[src/rtl/trng_health_monitor.sv]
// trng_health_monitor
// Bit-serial RCT/APT health tests on 32-bit TRNG words. A word that passes
// both tests goes into a first-word-fall-through output FIFO. A failure
// raises a sticky alarm and flushes the FIFO.
module trng_health_monitor #(
  parameter int RCT_CUTOFF = 32,
  parameter int APT_WINDOW = 1024,
  parameter int APT_CUTOFF = 589,
  parameter int FIFO_DEPTH = 16
) (
  input  logic                          clk,
  input  logic                          rst,
  input  logic                          in_valid,
  input  logic [31:0]                   in_data,
  output logic [31:0]                   out_data,
  output logic                          out_valid,
  input  logic                          out_ready,
  input  logic                          alarm_clr,
  output logic                          alarm,
  output logic                          rct_fail,
  output logic                          apt_fail,
  output logic                          busy,
  output logic [$clog2(FIFO_DEPTH):0]   fifo_level,
  output logic [15:0]                   drop_cnt
);

  localparam int PTR_W = $clog2(FIFO_DEPTH);
  localparam int LVL_W = PTR_W + 1;
  localparam int RUN_W = $clog2(RCT_CUTOFF + 1);
  localparam int POS_W = $clog2(APT_WINDOW);
  localparam int CNT_W = $clog2(APT_WINDOW + 1);

  typedef enum logic [1:0] {
    S_IDLE   = 2'd0,
    S_SCAN   = 2'd1,
    S_COMMIT = 2'd2,
    S_ALARM  = 2'd3
  } state_t;

  state_t r_state;
  state_t w_state_next;

  // Word under test. It is rotated rather than shifted, so after 32 scan
  // cycles it again holds the original word, ready to be committed.
  logic [31:0]       r_shift;
  logic [4:0]        r_bitcnt;

  // Health-test state; it carries across word boundaries.
  logic [RUN_W-1:0]  r_run;
  logic              r_last_bit;
  logic [CNT_W-1:0]  r_apt_cnt;
  logic [POS_W-1:0]  r_apt_pos;
  logic              r_apt_ref;

  logic              r_alarm;
  logic              r_rct_fail;
  logic              r_apt_fail;
  logic [15:0]       r_drop_cnt;

  // FIFO storage and bookkeeping.
  logic [31:0]       r_mem [FIFO_DEPTH];
  logic [PTR_W-1:0]  r_wr_ptr;
  logic [PTR_W-1:0]  r_rd_ptr;
  logic [LVL_W-1:0]  r_level;

  logic              w_bit;
  logic [RUN_W-1:0]  w_run_next;
  logic [CNT_W-1:0]  w_apt_cnt_next;
  logic              w_apt_ref_next;
  logic              w_rct_hit;
  logic              w_apt_hit;
  logic              w_fail;
  logic              w_full;
  logic              w_push;
  logic              w_pop;
  logic [1:0]        w_drop_inc;
  logic [16:0]       w_drop_sum;

  // Health-test arithmetic for the bit currently at the head of the shift register.
  always_comb begin
    w_bit = r_shift[0];

    if ((r_run == '0) || (w_bit != r_last_bit)) begin
      w_run_next = RUN_W'(1);
    end else if (r_run >= RUN_W'(RCT_CUTOFF)) begin
      w_run_next = RUN_W'(RCT_CUTOFF);
    end else begin
      w_run_next = r_run + RUN_W'(1);
    end

    if (r_apt_pos == '0) begin
      w_apt_ref_next = w_bit;
      w_apt_cnt_next = CNT_W'(1);
    end else begin
      w_apt_ref_next = r_apt_ref;
      w_apt_cnt_next = r_apt_cnt + CNT_W'(w_bit == r_apt_ref);
    end

    w_rct_hit = (w_run_next == RUN_W'(RCT_CUTOFF));
    w_apt_hit = (w_apt_cnt_next >= CNT_W'(APT_CUTOFF));
    w_fail    = (r_state == S_SCAN) && (w_rct_hit || w_apt_hit);
  end

  // FIFO handshakes and drop accounting.
  always_comb begin
    w_full     = (r_level == LVL_W'(FIFO_DEPTH));
    w_push     = (r_state == S_COMMIT) && !w_full;
    w_pop      = (r_level != '0) && out_ready;
    w_drop_inc = 2'(in_valid && ((r_state == S_SCAN) || (r_state == S_COMMIT)))
               + 2'((r_state == S_COMMIT) && w_full);
    w_drop_sum = {1'b0, r_drop_cnt} + 17'(w_drop_inc);
  end

  // State register.
  always_ff @(posedge clk or posedge rst) begin
    if (rst) begin
      r_state <= S_IDLE;
    end else begin
      r_state <= w_state_next;
    end
  end

  // Next-state logic.
  always_comb begin
    w_state_next = r_state;
    unique case (r_state)
      S_IDLE:   if (in_valid) w_state_next = S_SCAN;
      S_SCAN: begin
        if (w_fail) begin
          w_state_next = S_ALARM;
        end else if (r_bitcnt == 5'd31) begin
          w_state_next = S_COMMIT;
        end
      end
      S_COMMIT: w_state_next = S_IDLE;
      S_ALARM:  if (alarm_clr) w_state_next = S_IDLE;
      default:  w_state_next = S_IDLE;
    endcase
  end

  // Scan datapath, health-test state and sticky failure flags.
  always_ff @(posedge clk or posedge rst) begin
    if (rst) begin
      r_shift    <= '0;
      r_bitcnt   <= '0;
      r_run      <= '0;
      r_last_bit <= 1'b0;
      r_apt_cnt  <= '0;
      r_apt_pos  <= '0;
      r_apt_ref  <= 1'b0;
      r_alarm    <= 1'b0;
      r_rct_fail <= 1'b0;
      r_apt_fail <= 1'b0;
    end else begin
      unique case (r_state)
        S_IDLE: begin
          if (in_valid) begin
            r_shift  <= in_data;
            r_bitcnt <= '0;
          end
        end
        S_SCAN: begin
          r_shift    <= {w_bit, r_shift[31:1]};
          r_bitcnt   <= r_bitcnt + 5'd1;
          r_run      <= w_run_next;
          r_last_bit <= w_bit;
          r_apt_cnt  <= w_apt_cnt_next;
          r_apt_ref  <= w_apt_ref_next;
          r_apt_pos  <= r_apt_pos + POS_W'(1);
          if (w_fail) begin
            r_alarm    <= 1'b1;
            r_rct_fail <= w_rct_hit;
            r_apt_fail <= w_apt_hit;
          end
        end
        S_ALARM: begin
          if (alarm_clr) begin
            r_alarm    <= 1'b0;
            r_rct_fail <= 1'b0;
            r_apt_fail <= 1'b0;
            r_run      <= '0;
            r_apt_pos  <= '0;
            r_apt_cnt  <= '0;
          end
        end
        default: ;
      endcase
    end
  end

  // Saturating drop counter. During COMMIT it can step by two: a busy drop and a full-FIFO drop together.
  always_ff @(posedge clk or posedge rst) begin
    if (rst) begin
      r_drop_cnt <= '0;
    end else if (w_drop_sum[16]) begin
      r_drop_cnt <= 16'hFFFF;
    end else begin
      r_drop_cnt <= w_drop_sum[15:0];
    end
  end

  // FIFO pointers and level. A health failure flushes the FIFO.
  always_ff @(posedge clk or posedge rst) begin
    if (rst) begin
      r_wr_ptr <= '0;
      r_rd_ptr <= '0;
      r_level  <= '0;
    end else if (w_fail) begin
      r_wr_ptr <= '0;
      r_rd_ptr <= '0;
      r_level  <= '0;
    end else begin
      if (w_push) r_wr_ptr <= r_wr_ptr + PTR_W'(1);
      if (w_pop)  r_rd_ptr <= r_rd_ptr + PTR_W'(1);
      unique case ({w_push, w_pop})
        2'b10:   r_level <= r_level + LVL_W'(1);
        2'b01:   r_level <= r_level - LVL_W'(1);
        default: r_level <= r_level;
      endcase
    end
  end

  // FIFO storage. A push always writes the unrotated original word.
  always_ff @(posedge clk) begin
    if (w_push) begin
      r_mem[r_wr_ptr] <= r_shift;
    end
  end

  assign out_valid  = (r_level != '0);
  assign out_data   = out_valid ? r_mem[r_rd_ptr] : '0;
  assign alarm      = r_alarm;
  assign rct_fail   = r_rct_fail;
  assign apt_fail   = r_apt_fail;
  assign busy       = (r_state != S_IDLE);
  assign fifo_level = r_level;
  assign drop_cnt   = r_drop_cnt;

endmodule

[config.mk]
export PLATFORM = sky130hd
export DESIGN_NAME = trng_health_monitor
export DESIGN_NICKNAME = d
export VERILOG_FILES = /design/src/rtl/trng_health_monitor.sv
export SDC_FILE = /design/constraint.sdc
export NUM_CORES = 1
export LEC_CHECK = 0
export ABC_CLOCK_PERIOD_IN_PS = 5200
export CELL_PAD_IN_SITES_DETAIL_PLACEMENT = 1
export CELL_PAD_IN_SITES_GLOBAL_PLACEMENT = 1
export CORE_AREA = 4 4 272 274
export CTS_BUF_LIST = sky130_fd_sc_hd__clkbuf_16
export CTS_CLUSTER_DIAMETER = 80
export DETAILED_ROUTE_END_ITERATION = 7
export DIE_AREA = 0 0 276 278
export GPL_ROUTABILITY_DRIVEN = 0
export MAX_ROUTING_LAYER = met4
export PLACE_DENSITY = 0.59
export RECOVER_POWER = 25
export SLEW_MARGIN = 20
export SYNTH_ARGS = -nofsm -noshare
export SYNTH_HDL_FRONTEND = slang
export SYNTH_SLANG_ARGS = --single-unit
[constraint.sdc]
create_clock -name clk -period 5.2 [get_ports clk]
set_clock_uncertainty 0.15 [all_clocks]
set_input_delay 1.3 -clock clk [delete_from_list [all_inputs] [get_ports clk]]
set_output_delay 1.3 -clock clk [all_outputs]
set_load 0.03 [all_outputs]
* Word level (Yosys, flattened, before mapping)
Memory sizes are Yosys's and may differ from the RTL's.
Index checks and enable logic that the tools add are counted.
** Storage, ports and cells
- Bits in read-only memories :: 0
- Latch bits :: 0
- Output and inout port bits :: 58
- Memories :: 1
- RAM bits :: 512
- Register bits after elaboration :: 100
- Word-level logic and storage cells :: 101
- Bits of input ports :: 37
** Operators by class
- $add $sub $neg :: 10
- Muxes and demuxes :: 35
- Reduce and logical (&&, ||, !) cells :: 24
- Shift operators :: 0
- Equal/unequal tests :: 14
- Multiply operators :: 0
- Bitwise logic cells :: 0
- Magnitude comparators :: 2
- Divide/modulo/power cells :: 0
** Memory list
- r_mem :: depth 16, width 32, read ports 1, clocked after Yosys merged registers in 0, write ports 1, line 61 : logic [31:0] r_mem [FIFO_DEPTH];
** Operator list (count)
- 2-to-1 mux 32 bit :: 2
- case mux 32 bit (2 select lines) :: 1
- 2-to-1 mux 11 bit :: 2
- case mux 11 bit (2 select lines) :: 1
- case mux 10 bit (2 select lines) :: 1
- case mux 5 bit (2 select lines) :: 2
- 2-to-1 mux 6 bit :: 3
- adder 16 x 2 -> 17 bit :: 1
- 2-to-1 mux 16 bit :: 1
- 2-to-1 mux 4 bit :: 4
- case mux 6 bit (2 select lines) :: 1
- adder 11 x 1 -> 11 bit :: 1
- greater-or-equal comparator 11 x 10 -> 1 bit (second input constant) :: 1
- adder 10 x 1 -> 10 bit (second input constant) :: 1
- adder 5 x 1 -> 5 bit (second input constant) :: 2
- == test 5 bit (second input constant) :: 2
- zero test 10 bit :: 1
- 2-to-1 mux 10 bit :: 1
- 2-to-1 mux 5 bit :: 2
- nonzero test 2 bit :: 5
- adder 4 x 1 -> 4 bit (second input constant) :: 2
- 2-to-1 mux 2 bit :: 4
- case mux 2 bit (4 select lines) :: 1
- adder 6 x 1 -> 6 bit (second input constant) :: 1
- 21 further kinds :: 42

* Logic depth before layout (Yosys ltp)
Gate-level depths: netlist of the first run.
- Depth after elaboration :: 8
- Mapped depth :: 11

* Least setup slack after synthesis of the first run
No wires, ideal clock.
- Path kind :: reg-to-reg
- Start :: register r_level[0] (netlist: fifo_level[0])
- End :: memory r_mem[3][0], enable pin
- Setup time :: 0.461 ns
- Period minus slack after synthesis :: 4.266 ns
- Arrival :: 3.655 ns
- Data required time :: 4.589 ns
- Stages on the path, launching flop included :: 6
- Setup slack :: 0.934 ns
- Cells stage by stage :: dfrtp_1 > nor4_1 > a21boi_0 > clkbuf_1 > nand2_1 > nor3_1
** On the way
- Word-level cells in the longest chain between the ends :: 5
** RTL lines
- from (decl) :: line 64 : logic [LVL_W-1:0] r_level;
- from (signal assigned) :: line 216 : 2'b10: r_level <= r_level + LVL_W'(1);
- from (signal assigned) :: line 217 : 2'b01: r_level <= r_level - LVL_W'(1);
- from (signal assigned) :: line 218 : default: r_level <= r_level;
- == test 5 bit :: line 106 : w_full = (r_level == LVL_W'(FIFO_DEPTH));
- zero test 1 bit :: line 107 : w_push = (r_state == S_COMMIT) && !w_full;
- logical AND 1 bit :: line 107
- 2-to-1 mux 1 bit :: line 225 : if (w_push) begin
- 2-to-1 mux 1 bit (implied by the code) :: line 226 : r_mem[r_wr_ptr] <= r_shift;
- to (decl) :: line 61
Every way passes these cells.

* Final worst setup path of the first run
- Start :: register r_rd_ptr[0]
- End :: output port out_data[0]
** On the way
- Word-level cells in the longest chain between the ends :: 2
** RTL lines
- from (decl) :: line 63 : logic [PTR_W-1:0] r_rd_ptr;
- from (signal assigned) :: line 214 : if (w_pop) r_rd_ptr <= r_rd_ptr + PTR_W'(1);
- memory read (16 x 32 bit)
- 2-to-1 mux 32 bit :: line 231 : assign out_data = out_valid ? r_mem[r_rd_ptr] : '0;
- to (decl) :: line 15 : output logic [31:0] out_data,
Every way passes these cells.

==> impl_metrics.csv, run 1 <==
group,metric,value,unit
clock_tree,cts_resized,0,
synth,synth_most_common_cell,"edfxtp_1",
pwr,switching_share,32.6,%
sta,tightest_slew,1.07,ns
drt,wl_per_cell,24.8,microns
hold_path,holdPathEnd,"r_bitcnt[4]",
floorplanning,rows,98,
pwr,switchingPower,5460,uW
sta,finalHoldViolCount,0,
worst_setup_path,r2r_slack,1.45,ns
hold_path,whs_path_depth,1,
run,maxCapViolCount,0,
placed_design,port_buffers,94,
grt,grt_max_degree,52,
worst_setup_path,critical_path_required,3.75,ns
worst_setup_path,crit_chain,"buf_12 -> mux4_2 -> mux4_2 -> and2_1 -> clkdlybuf4s50_1",
final_layout,fin_util,41.1,%
clock_tree,ctsRootBufferMaster,"clkbuf_16",
worst_setup_path,path_class,"flop to output pin",
drt,drt_first_pass_iters,6,
clock_tree,clock_latency,0.60,ns
final_layout,final_nets,1512,
synth,ys_types,65,
drt,ant_nets,0,
synth,yosys.area.top_type,"edfxtp_1",
sta,setup_viol_count_final,0,
sta,slew_headroom,28.6,%
grt,antenna_found_initial,1,
drt,avgViaCountPerCell,5.21,
worst_setup_path,end_kind,"output pin",
worst_setup_path,worstPathMaxFanout,47,
clock_tree,post_cts_buffers,0,
grt,grt_pass1_vias,14046,
floorplanning,design.core.area,71400,sq um
clock_tree,h-tree-depth,3,
sta,fin_crit,4.89,ns
pwr,pwr-share-seq,42.2,%
grt,grt_pass1_wl,92400,microns
synth,syn_inst,1321,
pwr,p_clk_share,27.1,%
floorplanning,start_util,34.9,%
synth,yosys.area.top_type_share,61.7,%
placed_design,placed_cells,2331,
worst_setup_path,startpoint_type,"flop",
floorplanning,io_pins,95,
outcome,outcome,"finished, final reports clean",
hold_path,hold_class,"flop to flop",
clock_tree,clk_pin_slew,0.06,ns
drt,num_vias,12783,
synth,postSynthAreaPerCell,18.9,sq um
synth,synth_edf_count,512,
sta,grt_setup_unrepaired,"no",
clock_tree,clk_path_buf_depth,3,
final_layout,n_antenna_cell,0,
synth,ys_ff_latch,612,
hold_path,min_from,"r_bitcnt[4]",
synth,synth_area_leaders,"edfxtp_1, mux4_2, dfrtp_1, mux2i_1, o21ai_0",
synth,ys_seq_area_share,71.8,%
drt,drtIter0Drc,934,
final_layout,fin_area,29300,sq um
sta,maxSlewViolCount,0,
drt,drc_errors,0,
pwr,leakage,0.00990,uW
sta,fmax,205,MHz
synth,ys.flop_type,"edfxtp_1",
sta,period_share,94.0,%
worst_setup_path,cp_common_cell,"mux4_2",
floorplanning,die_area,76700,sq um
drt,routed_wirelength,60800,microns
final_layout,drive_gt1_share,22.5,%
worst_setup_path,reg2reg_depth,9,
worst_setup_path,regToRegEndpoint,"fifo_level[0]",
synth,synthesis.nets,1381,
pwr,p_int,11300,uW
final_layout,syn_to_final_growth,17.8,%
worst_setup_path,slowest_stage,"clkdlybuf4s50_1",
floorplanning,die_height,278,microns
sta,fin_tns_setup,0,ns
worst_setup_path,cp.arrival,3.44,ns
floorplanning,fp.dieW,276,microns
worst_setup_path,r2r_start,"r_shift[0]",
synth,yosys_warnings,0,
clock_tree,clkSinkCount,612,
clock_tree,cts_hold_repair.buffers,0,
final_layout,fin_cells,2455,
clock_tree,cts_tree,"yes",
pwr,irDropWorstVdd,0.322,mV
clock_tree,cts_buffers,69,
pwr,power.density,572,nW/um^2
synth,ys_top_cells_by_count,"edfxtp_1, mux4_2, dfrtp_1",
grt,overflow,0,
grt,grt_usage,16.4,%
synth,synth_area,24900,sq um
placed_design,hpwl,33700,microns
placed_design,place_area,27200,sq um
worst_setup_path,cp_slowest_stage_delay,0.63,ns
synth,async_reset_ff_share,16.3,%
pwr,p_comb_share,30.7,%
==> kinds of logic (layout without fill, tap and decap cells) <==
logic type | after synthesis | count (layout) | synth area share (%)
flip-flops | 612 | 612 | 71.8
AND/OR/NAND/NOR | 251 | 251 | 5.13
multiplexers | 201 | 201 | 16.1
AO/OA/AOI/OAI | 119 | 119 | 3.06
buffers and inverters | 83 | 267 | 1.54
XOR/XNOR | 32 | 32 | 1.13
adder cells (fa/ha/maj) | 23 | 23 | 1.22
==> worst max path at each step <==
| stage | to | from | slack [ns] | cells after the start |
|---|---|---|---|---|
| final | out_data[0] | r_rd_ptr[0] | 0.31 | 5 |
| after global routing | out_data[0] | r_rd_ptr[0] | 0.18 | 5 |
| after CTS | out_data[0] | r_rd_ptr[0] | 0.25 | 5 |
| after detailed placement | out_data[0] | r_rd_ptr[0] | 0.89 | 5 |
| after global placement | out_data[0] | r_rd_ptr[0] | 0.91 | 5 |
| after floorplan | r_mem[3][0] | fifo_level[0] | 0.93 | 5 |
==> cell usage in the layout (no fill, tap or decap), types with 8 or more instances in the layout <==
cell	Yosys	layout
clkdlybuf4s50_1	0	94
nand2b_1	9	8
edfxtp_1	512	512
nor2_4	0	12
clkbuf_16	0	71
xor2_1	16	16
dfrtp_1	100	96
mux2i_1	36	36
clkinv_1	0	17
nand3_1	18	18
inv_1	14	29
o21ai_0	60	59
nand4_1	11	11
a21oi_1	11	11
nor2_1	38	25
and3_1	15	15
mux4_2	160	160
clkinv_2	0	9
xnor2_1	16	16
ha_1	21	20
nand2_1	78	78
nor2_2	10	11
buf_4	11	28
and2_1	36	36
==> per-stage QoR <==
stage	hold slack, ns	setup WS [ns]	total power, uW
after floorplan	0.328	0.934	10500
after global placement	0.346	0.905	12300
after detailed placement	0.353	0.888	12500
after CTS	0.371	0.250	17100
after global routing	0.388	0.179	17700
final	0.365	0.313	16800
==> final cells by class <==
class / instances / area, sq um
flip-flops and latches: 612 / 17900
multi-input cells: 626 / 6780
inverters: 14 / 55.1
well taps: 950 / 1190
repair buffers: 129 / 1290
clock inverters: 53 / 352
fillers: 6906 / 42000
clock buffers: 71 / 1780
==> power by group through the flow <==
stage | Combinational [uW] | Sequential, uW | Clock (uW)
global route | 5580 | 7200 | 4910
floorplan | 3680 | 6800 | 0
global placement | 5210 | 7120 | 0
finish | 5160 | 7080 | 4550
detailed placement | 5270 | 7190 | 0
CTS | 5280 | 7090 | 4690
==> worst max-delay path: cells and delay by family (launching register included) <==
family / cells / cell delay (ns)
buf+inv: 2 / 1.00
flops: 1 / 0.54
mux: 2 / 1.05
simple gates: 1 / 0.25
==> state kept, by name, indices dropped and copies added (netlist names) <==
name / flops
alarm: 1
apt_fail: 1
drop_cnt: 16
fifo_level: 5
r_apt_cnt: 11
r_apt_pos: 10
r_apt_ref: 1
r_bitcnt: 5
r_last_bit: 1
r_mem: 512
r_rd_ptr: 4
r_run: 6
r_shift: 32
r_state: 2
r_wr_ptr: 4
rct_fail: 1
==> metal layers <==
layer	track usage (%)	vias up	routed length, microns
li1	-	5559	-
met1	21.7	6881	26800
met2	26.8	282	30300
met3	2.78	61	2720
met4	3.91	0	945
met5	-	-	0
(Power assumes the default switching activity.)
==> inputs of run 2 (changes only) <==
Settings changed: CORE_AREA 4 4 272 274 to 4 4 207 360, DIE_AREA 0 0 276 278 to 0 0 211 364.
==> impl_metrics.csv, run 2 (same netlist as run 1, synthesis figures left out) <==
group,metric,value,unit
outcome,outcome,"finished, final reports clean",
drt,drtIter0Drc,663,
drt,drc_errors,0,
worst_setup_path,path_class,"flop to output pin",
clock_tree,clock_latency,0.62,ns
final_layout,final_common_cell,"edfxtp_1",
worst_setup_path,cp_common_cell,"mux4_2",
floorplanning,die_area,76800,sq um
floorplanning,start_util,34.7,%
placed_design,hpwl,36700,microns
pwr,power.density,560,nW/um^2
grt,grt_pass1_wl,94100,microns
final_layout,multi_input_area,6780,sq um
clock_tree,h-tree-depth,2,
hold_path,hold_class,"flop to flop",
final_layout,syn_to_final_growth,16.5,%
clock_tree,clk_path_buf_depth,3,
grt,grt_pass1_vias,14188,
final_layout,register_area,17900,sq um
drt,num_vias,12706,
final_layout,fin_area,29000,sq um
grt,grt_usage,16.9,%
final_layout,fillers,6886,
sta,grt_setup_unrepaired,"no",
sta,maxSlewViolCount,0,
floorplanning,die_height,364,microns
pwr,p_comb_share,32.3,%
sta,finalHoldViolCount,0,
clock_tree,cts_resized,0,
drt,avgViaCountPerCell,5.25,
floorplanning,fp.dieW,211,microns
pwr,p_int,10800,uW
drt,routed_wirelength,62300,microns
drt,ant_nets,0,
pwr,pwr-share-seq,43.4,%
worst_setup_path,critical_path_required,3.75,ns
sta,period_share,96.4,%
pwr,irDropWorstVdd,0.292,mV
clock_tree,cts_hold_repair.buffers,0,
placed_design,place_area,27300,sq um
clock_tree,clkSinkCount,612,
placed_design,port_buffers,94,
drt,drt_first_pass_iters,4,
sta,fin_crit,5.01,ns
sta,setup_viol_count_final,0,
final_layout,largest_reg_flops,512,
final_layout,final_nets,1509,
floorplanning,io_pins,95,
run,maxCapViolCount,0,
clock_tree,cts_buffers,56,
pwr,p_clk_share,24.3,%
floorplanning,rows,130,
worst_setup_path,worstPathMaxFanout,22,
pwr,switchingPower,5420,uW
placed_design,placed_cells,2315,
worst_setup_path,cp_slowest_stage_delay,0.67,ns
clock_tree,clk_pin_slew,0.07,ns
drt,wl_per_cell,25.8,microns
grt,overflow,0,
worst_setup_path,slowest_stage,"clkdlybuf4s50_1",
grt,antenna_found_initial,2,
clock_tree,ctsRootBufferMaster,"clkbuf_16",
worst_setup_path,cp.arrival,3.56,ns
clock_tree,post_cts_buffers,0,
final_layout,fin_cells,2420,
worst_setup_path,startpoint_type,"flop",
grt,grt_max_degree,53,
pwr,switching_share,33.3,%
final_layout,largest_register,"r_mem",
clock_tree,cts_tree,"yes",
pwr,leakage,0.00974,uW
sta,slew_headroom,25.7,%
sta,fin_tns_setup,0,ns
worst_setup_path,end_kind,"output pin",
final_layout,drive_gt1_share,22.4,%
sta,fmax,200,MHz
final_layout,layout.cells.most_common_list,"edfxtp_1, mux4_2, dfrtp_1",
floorplanning,design.core.area,71700,sq um
worst_setup_path,crit_chain,"buf_12 -> buf_4 -> mux4_2 -> mux4_2 -> and2_1 -> clkdlybuf4s50_1",
sta,tightest_slew,1.11,ns
[run 2: cell count changes in the layout (fill, tap and decap cells not counted), sizes merged]
cell and delta:
inv -5, clkbuf -14, diode +2, clkinvlp +2
clkinv -3, buf +10, bufinv -1
[run 2: metrics by stage]
step / utilization, % / power (uW) / hold WS (ns) / setup WS [ns]
global route: 40.5 / 17100 / 0.387 / 0.0555
global placement: 38.0 / 12400 / 0.345 / 0.813
CTS: 40.5 / 16500 / 0.370 / 0.0952
finish: 40.5 / 16300 / 0.365 / 0.188
floorplan: - / 10500 / 0.328 / 0.934
detailed placement: 38.0 / 12600 / 0.353 / 0.787
[run 2: path summary, 6_finish.rpt]
kind | start | endpoint | slack, ns | cells past startpoint
min in group asynchronous | rst | drop_cnt[15] | 1.02 | 2
hold reg to reg | r_apt_cnt[9] | r_apt_cnt[9] | 0.36 | 2
hold / removal | r_apt_cnt[9] | r_apt_cnt[9] | 0.36 | 2
max in group asynchronous | rst | r_shift[12] | 3.03 | 3
setup reg to reg | r_shift[0] | fifo_level[0] | 1.50 | 9
setup / recovery | r_rd_ptr[0] | out_data[31] | 0.19 | 6
[run 2: layer usage]
layer	track usage (%)	vias up	wire (microns)
met5	-	-	0
met4	3.85	0	1280
met3	2.26	85	2380
met2	29.9	249	33400
met1	20.6	6841	25300
li1	-	5531	-
[run 2: power by group through the flow]
stage	logic (uW)	clock network (uW)	registers, uW
2_1_floorplan	3680	0	6800
3_3_place_gp	5300	0	7110
3_5_place_dp	5380	0	7170
4_1_cts	5400	4070	7060
5_1_grt	5680	4290	7170
6_report	5260	3950	7050
[run 2: area by class of cell]
type                    count  area share, %
multi-input cells         626           23.4
clock buffers              57           4.92
inverters                  14          0.190
well taps                 924           3.98
repair buffers            139           4.84
diodes                      2         0.0172
clock inverters            46           1.06
flip-flops and latches    612           61.6
[run 2: critical path, delay by kind of cell, from the launching register on]
| family | cells | cell delay, ns |
|---|---|---|
| mux | 2 | 0.96 |
| simple gates | 1 | 0.18 |
| buf+inv | 3 | 1.17 |
| flops | 1 | 0.61 |
==> inputs of run 3 (changes only) <==
Settings changed: MAX_ROUTING_LAYER met4 to default.
==> impl_metrics.csv, run 3 (same netlist as run 1, synthesis figures left out) <==
group,metric,value,unit
grt,antenna_found_initial,2,
pwr,irDropWorstVdd,0.293,mV
worst_setup_path,regToRegEndpoint,"fifo_level[0]",
final_layout,n_antenna_cell,0,
sta,period_share,96.4,%
worst_setup_path,path_class,"flop to output pin",
floorplanning,die_area,76800,sq um
sta,slew_headroom,28.7,%
worst_setup_path,end_kind,"output pin",
final_layout,final_nets,1509,
sta,grt_setup_unrepaired,"no",
pwr,leakage,0.00974,uW
floorplanning,design.core.area,71700,sq um
grt,grt_usage,16.4,%
drt,drtIter0Drc,661,
worst_setup_path,reg2reg_depth,9,
hold_path,hold_class,"flop to flop",
clock_tree,clk_pin_slew,0.07,ns
hold_path,holdPathEnd,"r_apt_cnt[9]",
floorplanning,rows,130,
floorplanning,fp.dieW,211,microns
drt,ant_nets,0,
placed_design,port_buffers,94,
grt,grt_pass1_vias,14208,
drt,wl_per_cell,25.8,microns
drt,drc_errors,0,
outcome,outcome,"finished, final reports clean",
clock_tree,clock_latency,0.62,ns
worst_setup_path,cp.arrival,3.56,ns
final_layout,fin_util,40.5,%
final_layout,fillers,6887,
hold_path,min_from,"r_apt_cnt[9]",
final_layout,multi_input_area,6780,sq um
run,maxCapViolCount,0,
sta,finalHoldViolCount,0,
final_layout,largest_register,"r_mem",
final_layout,drive_gt1_share,22.5,%
clock_tree,clk_path_buf_depth,3,
pwr,power.density,561,nW/um^2
clock_tree,ctsRootBufferMaster,"clkbuf_16",
worst_setup_path,startpoint_type,"flop",
sta,tightest_slew,1.07,ns
floorplanning,io_pins,95,
worst_setup_path,r2r_slack,1.49,ns
drt,drt_first_pass_iters,4,
final_layout,layout.cells.most_common_list,"edfxtp_1, mux4_2, dfrtp_1",
clock_tree,cts_buffers,56,
grt,grt_max_degree,53,
placed_design,hpwl,36700,microns
sta,fmax,199,MHz
worst_setup_path,critical_path_required,3.75,ns
clock_tree,cts_hold_repair.buffers,0,
sta,fin_tns_setup,0,ns
drt,num_vias,12776,
hold_path,whs_path_depth,2,
clock_tree,post_cts_buffers,0,
floorplanning,start_util,34.7,%
sta,maxSlewViolCount,0,
sta,fin_crit,5.01,ns
sta,setup_viol_count_final,0,
floorplanning,die_height,364,microns
final_layout,register_area,17900,sq um
final_layout,final_common_cell,"edfxtp_1",
worst_setup_path,worstPathMaxFanout,22,
final_layout,largest_reg_flops,512,
drt,avgViaCountPerCell,5.28,
worst_setup_path,r2r_start,"r_shift[0]",
grt,grt_pass1_wl,94100,microns
grt,overflow,0,
clock_tree,cts_tree,"yes",
clock_tree,clkSinkCount,612,
clock_tree,cts_resized,0,
drt,routed_wirelength,62400,microns
clock_tree,h-tree-depth,2,
final_layout,syn_to_final_growth,16.5,%
==> run 3: changes by cell type in the layout (fill, tap and decap cells not counted), sizes merged <==
cell | before | now
diode | 2 | 0
==> run 3: power by group <==
part	internal, uW	switching [uW]	leakage (uW)
Clock	2100	1860	0.000880
Combinational	2590	2680	0.00294
Sequential	6160	897	0.00592
Total	10800	5430	0.00974
==> run 3: how the worst max path moves through the flow <==
stage | start | to | slack (ns) | cells after the start
final | r_rd_ptr[0] | out_data[31] | 0.19 | 6
after CTS | r_rd_ptr[0] | out_data[7] | 0.1 | 6
after floorplan | fifo_level[0] | r_mem[3][0] | 0.93 | 5
after global routing | r_rd_ptr[0] | out_data[31] | 0.06 | 6
after global placement | r_rd_ptr[0] | out_data[2] | 0.81 | 6
after detailed placement | r_rd_ptr[0] | out_data[7] | 0.79 | 6
==> run 3: area by class of cell <==
| type | count | area share [%] |
|---|---|---|
| sequential | 612 | 61.6 |
| multi-input combinational | 626 | 23.4 |
| clock inverter | 46 | 1.06 |
| tap | 924 | 3.98 |
| inverter | 14 | 0.190 |
| timing repair buffer | 139 | 4.84 |
| clock buffer | 57 | 4.92 |
==> run 3: critical path, cell delays in order, from the launching register on <==
cell and delay (ns):
dfrtp_4 0.61, buf_12 0.27, buf_4 0.23, mux4_2 0.50, mux4_2 0.46, and2_1 0.18
clkdlybuf4s50_1 0.67
==> run 3: per-layer routing <==
layer  global-route usage, %  vias up  part of all wire (%)  wire (microns)
met1                    20.6     6908                    41           25300
met4                    3.85        4                   2.1            1300
met5                       0        -                 0.034              21
met3                    2.30       88                   3.7            2300
met2                    29.9      247                    54           33500
li1                        -     5529                     -               -
==> run 3: per-stage QoR <==
stage	power, uW	instance area (sq um)	worst slack, ns	std cells	hold WS [ns]
after global routing	17100	29000	0.0559	2418	0.387
final	16300	29000	0.187	2418	0.365
after global placement	12400	27300	0.813	2315	0.345
after detailed placement	12600	27300	0.787	2315	0.353
after CTS	16500	29000	0.0952	2418	0.370
after floorplan	10500	24900	0.934	1321	0.328
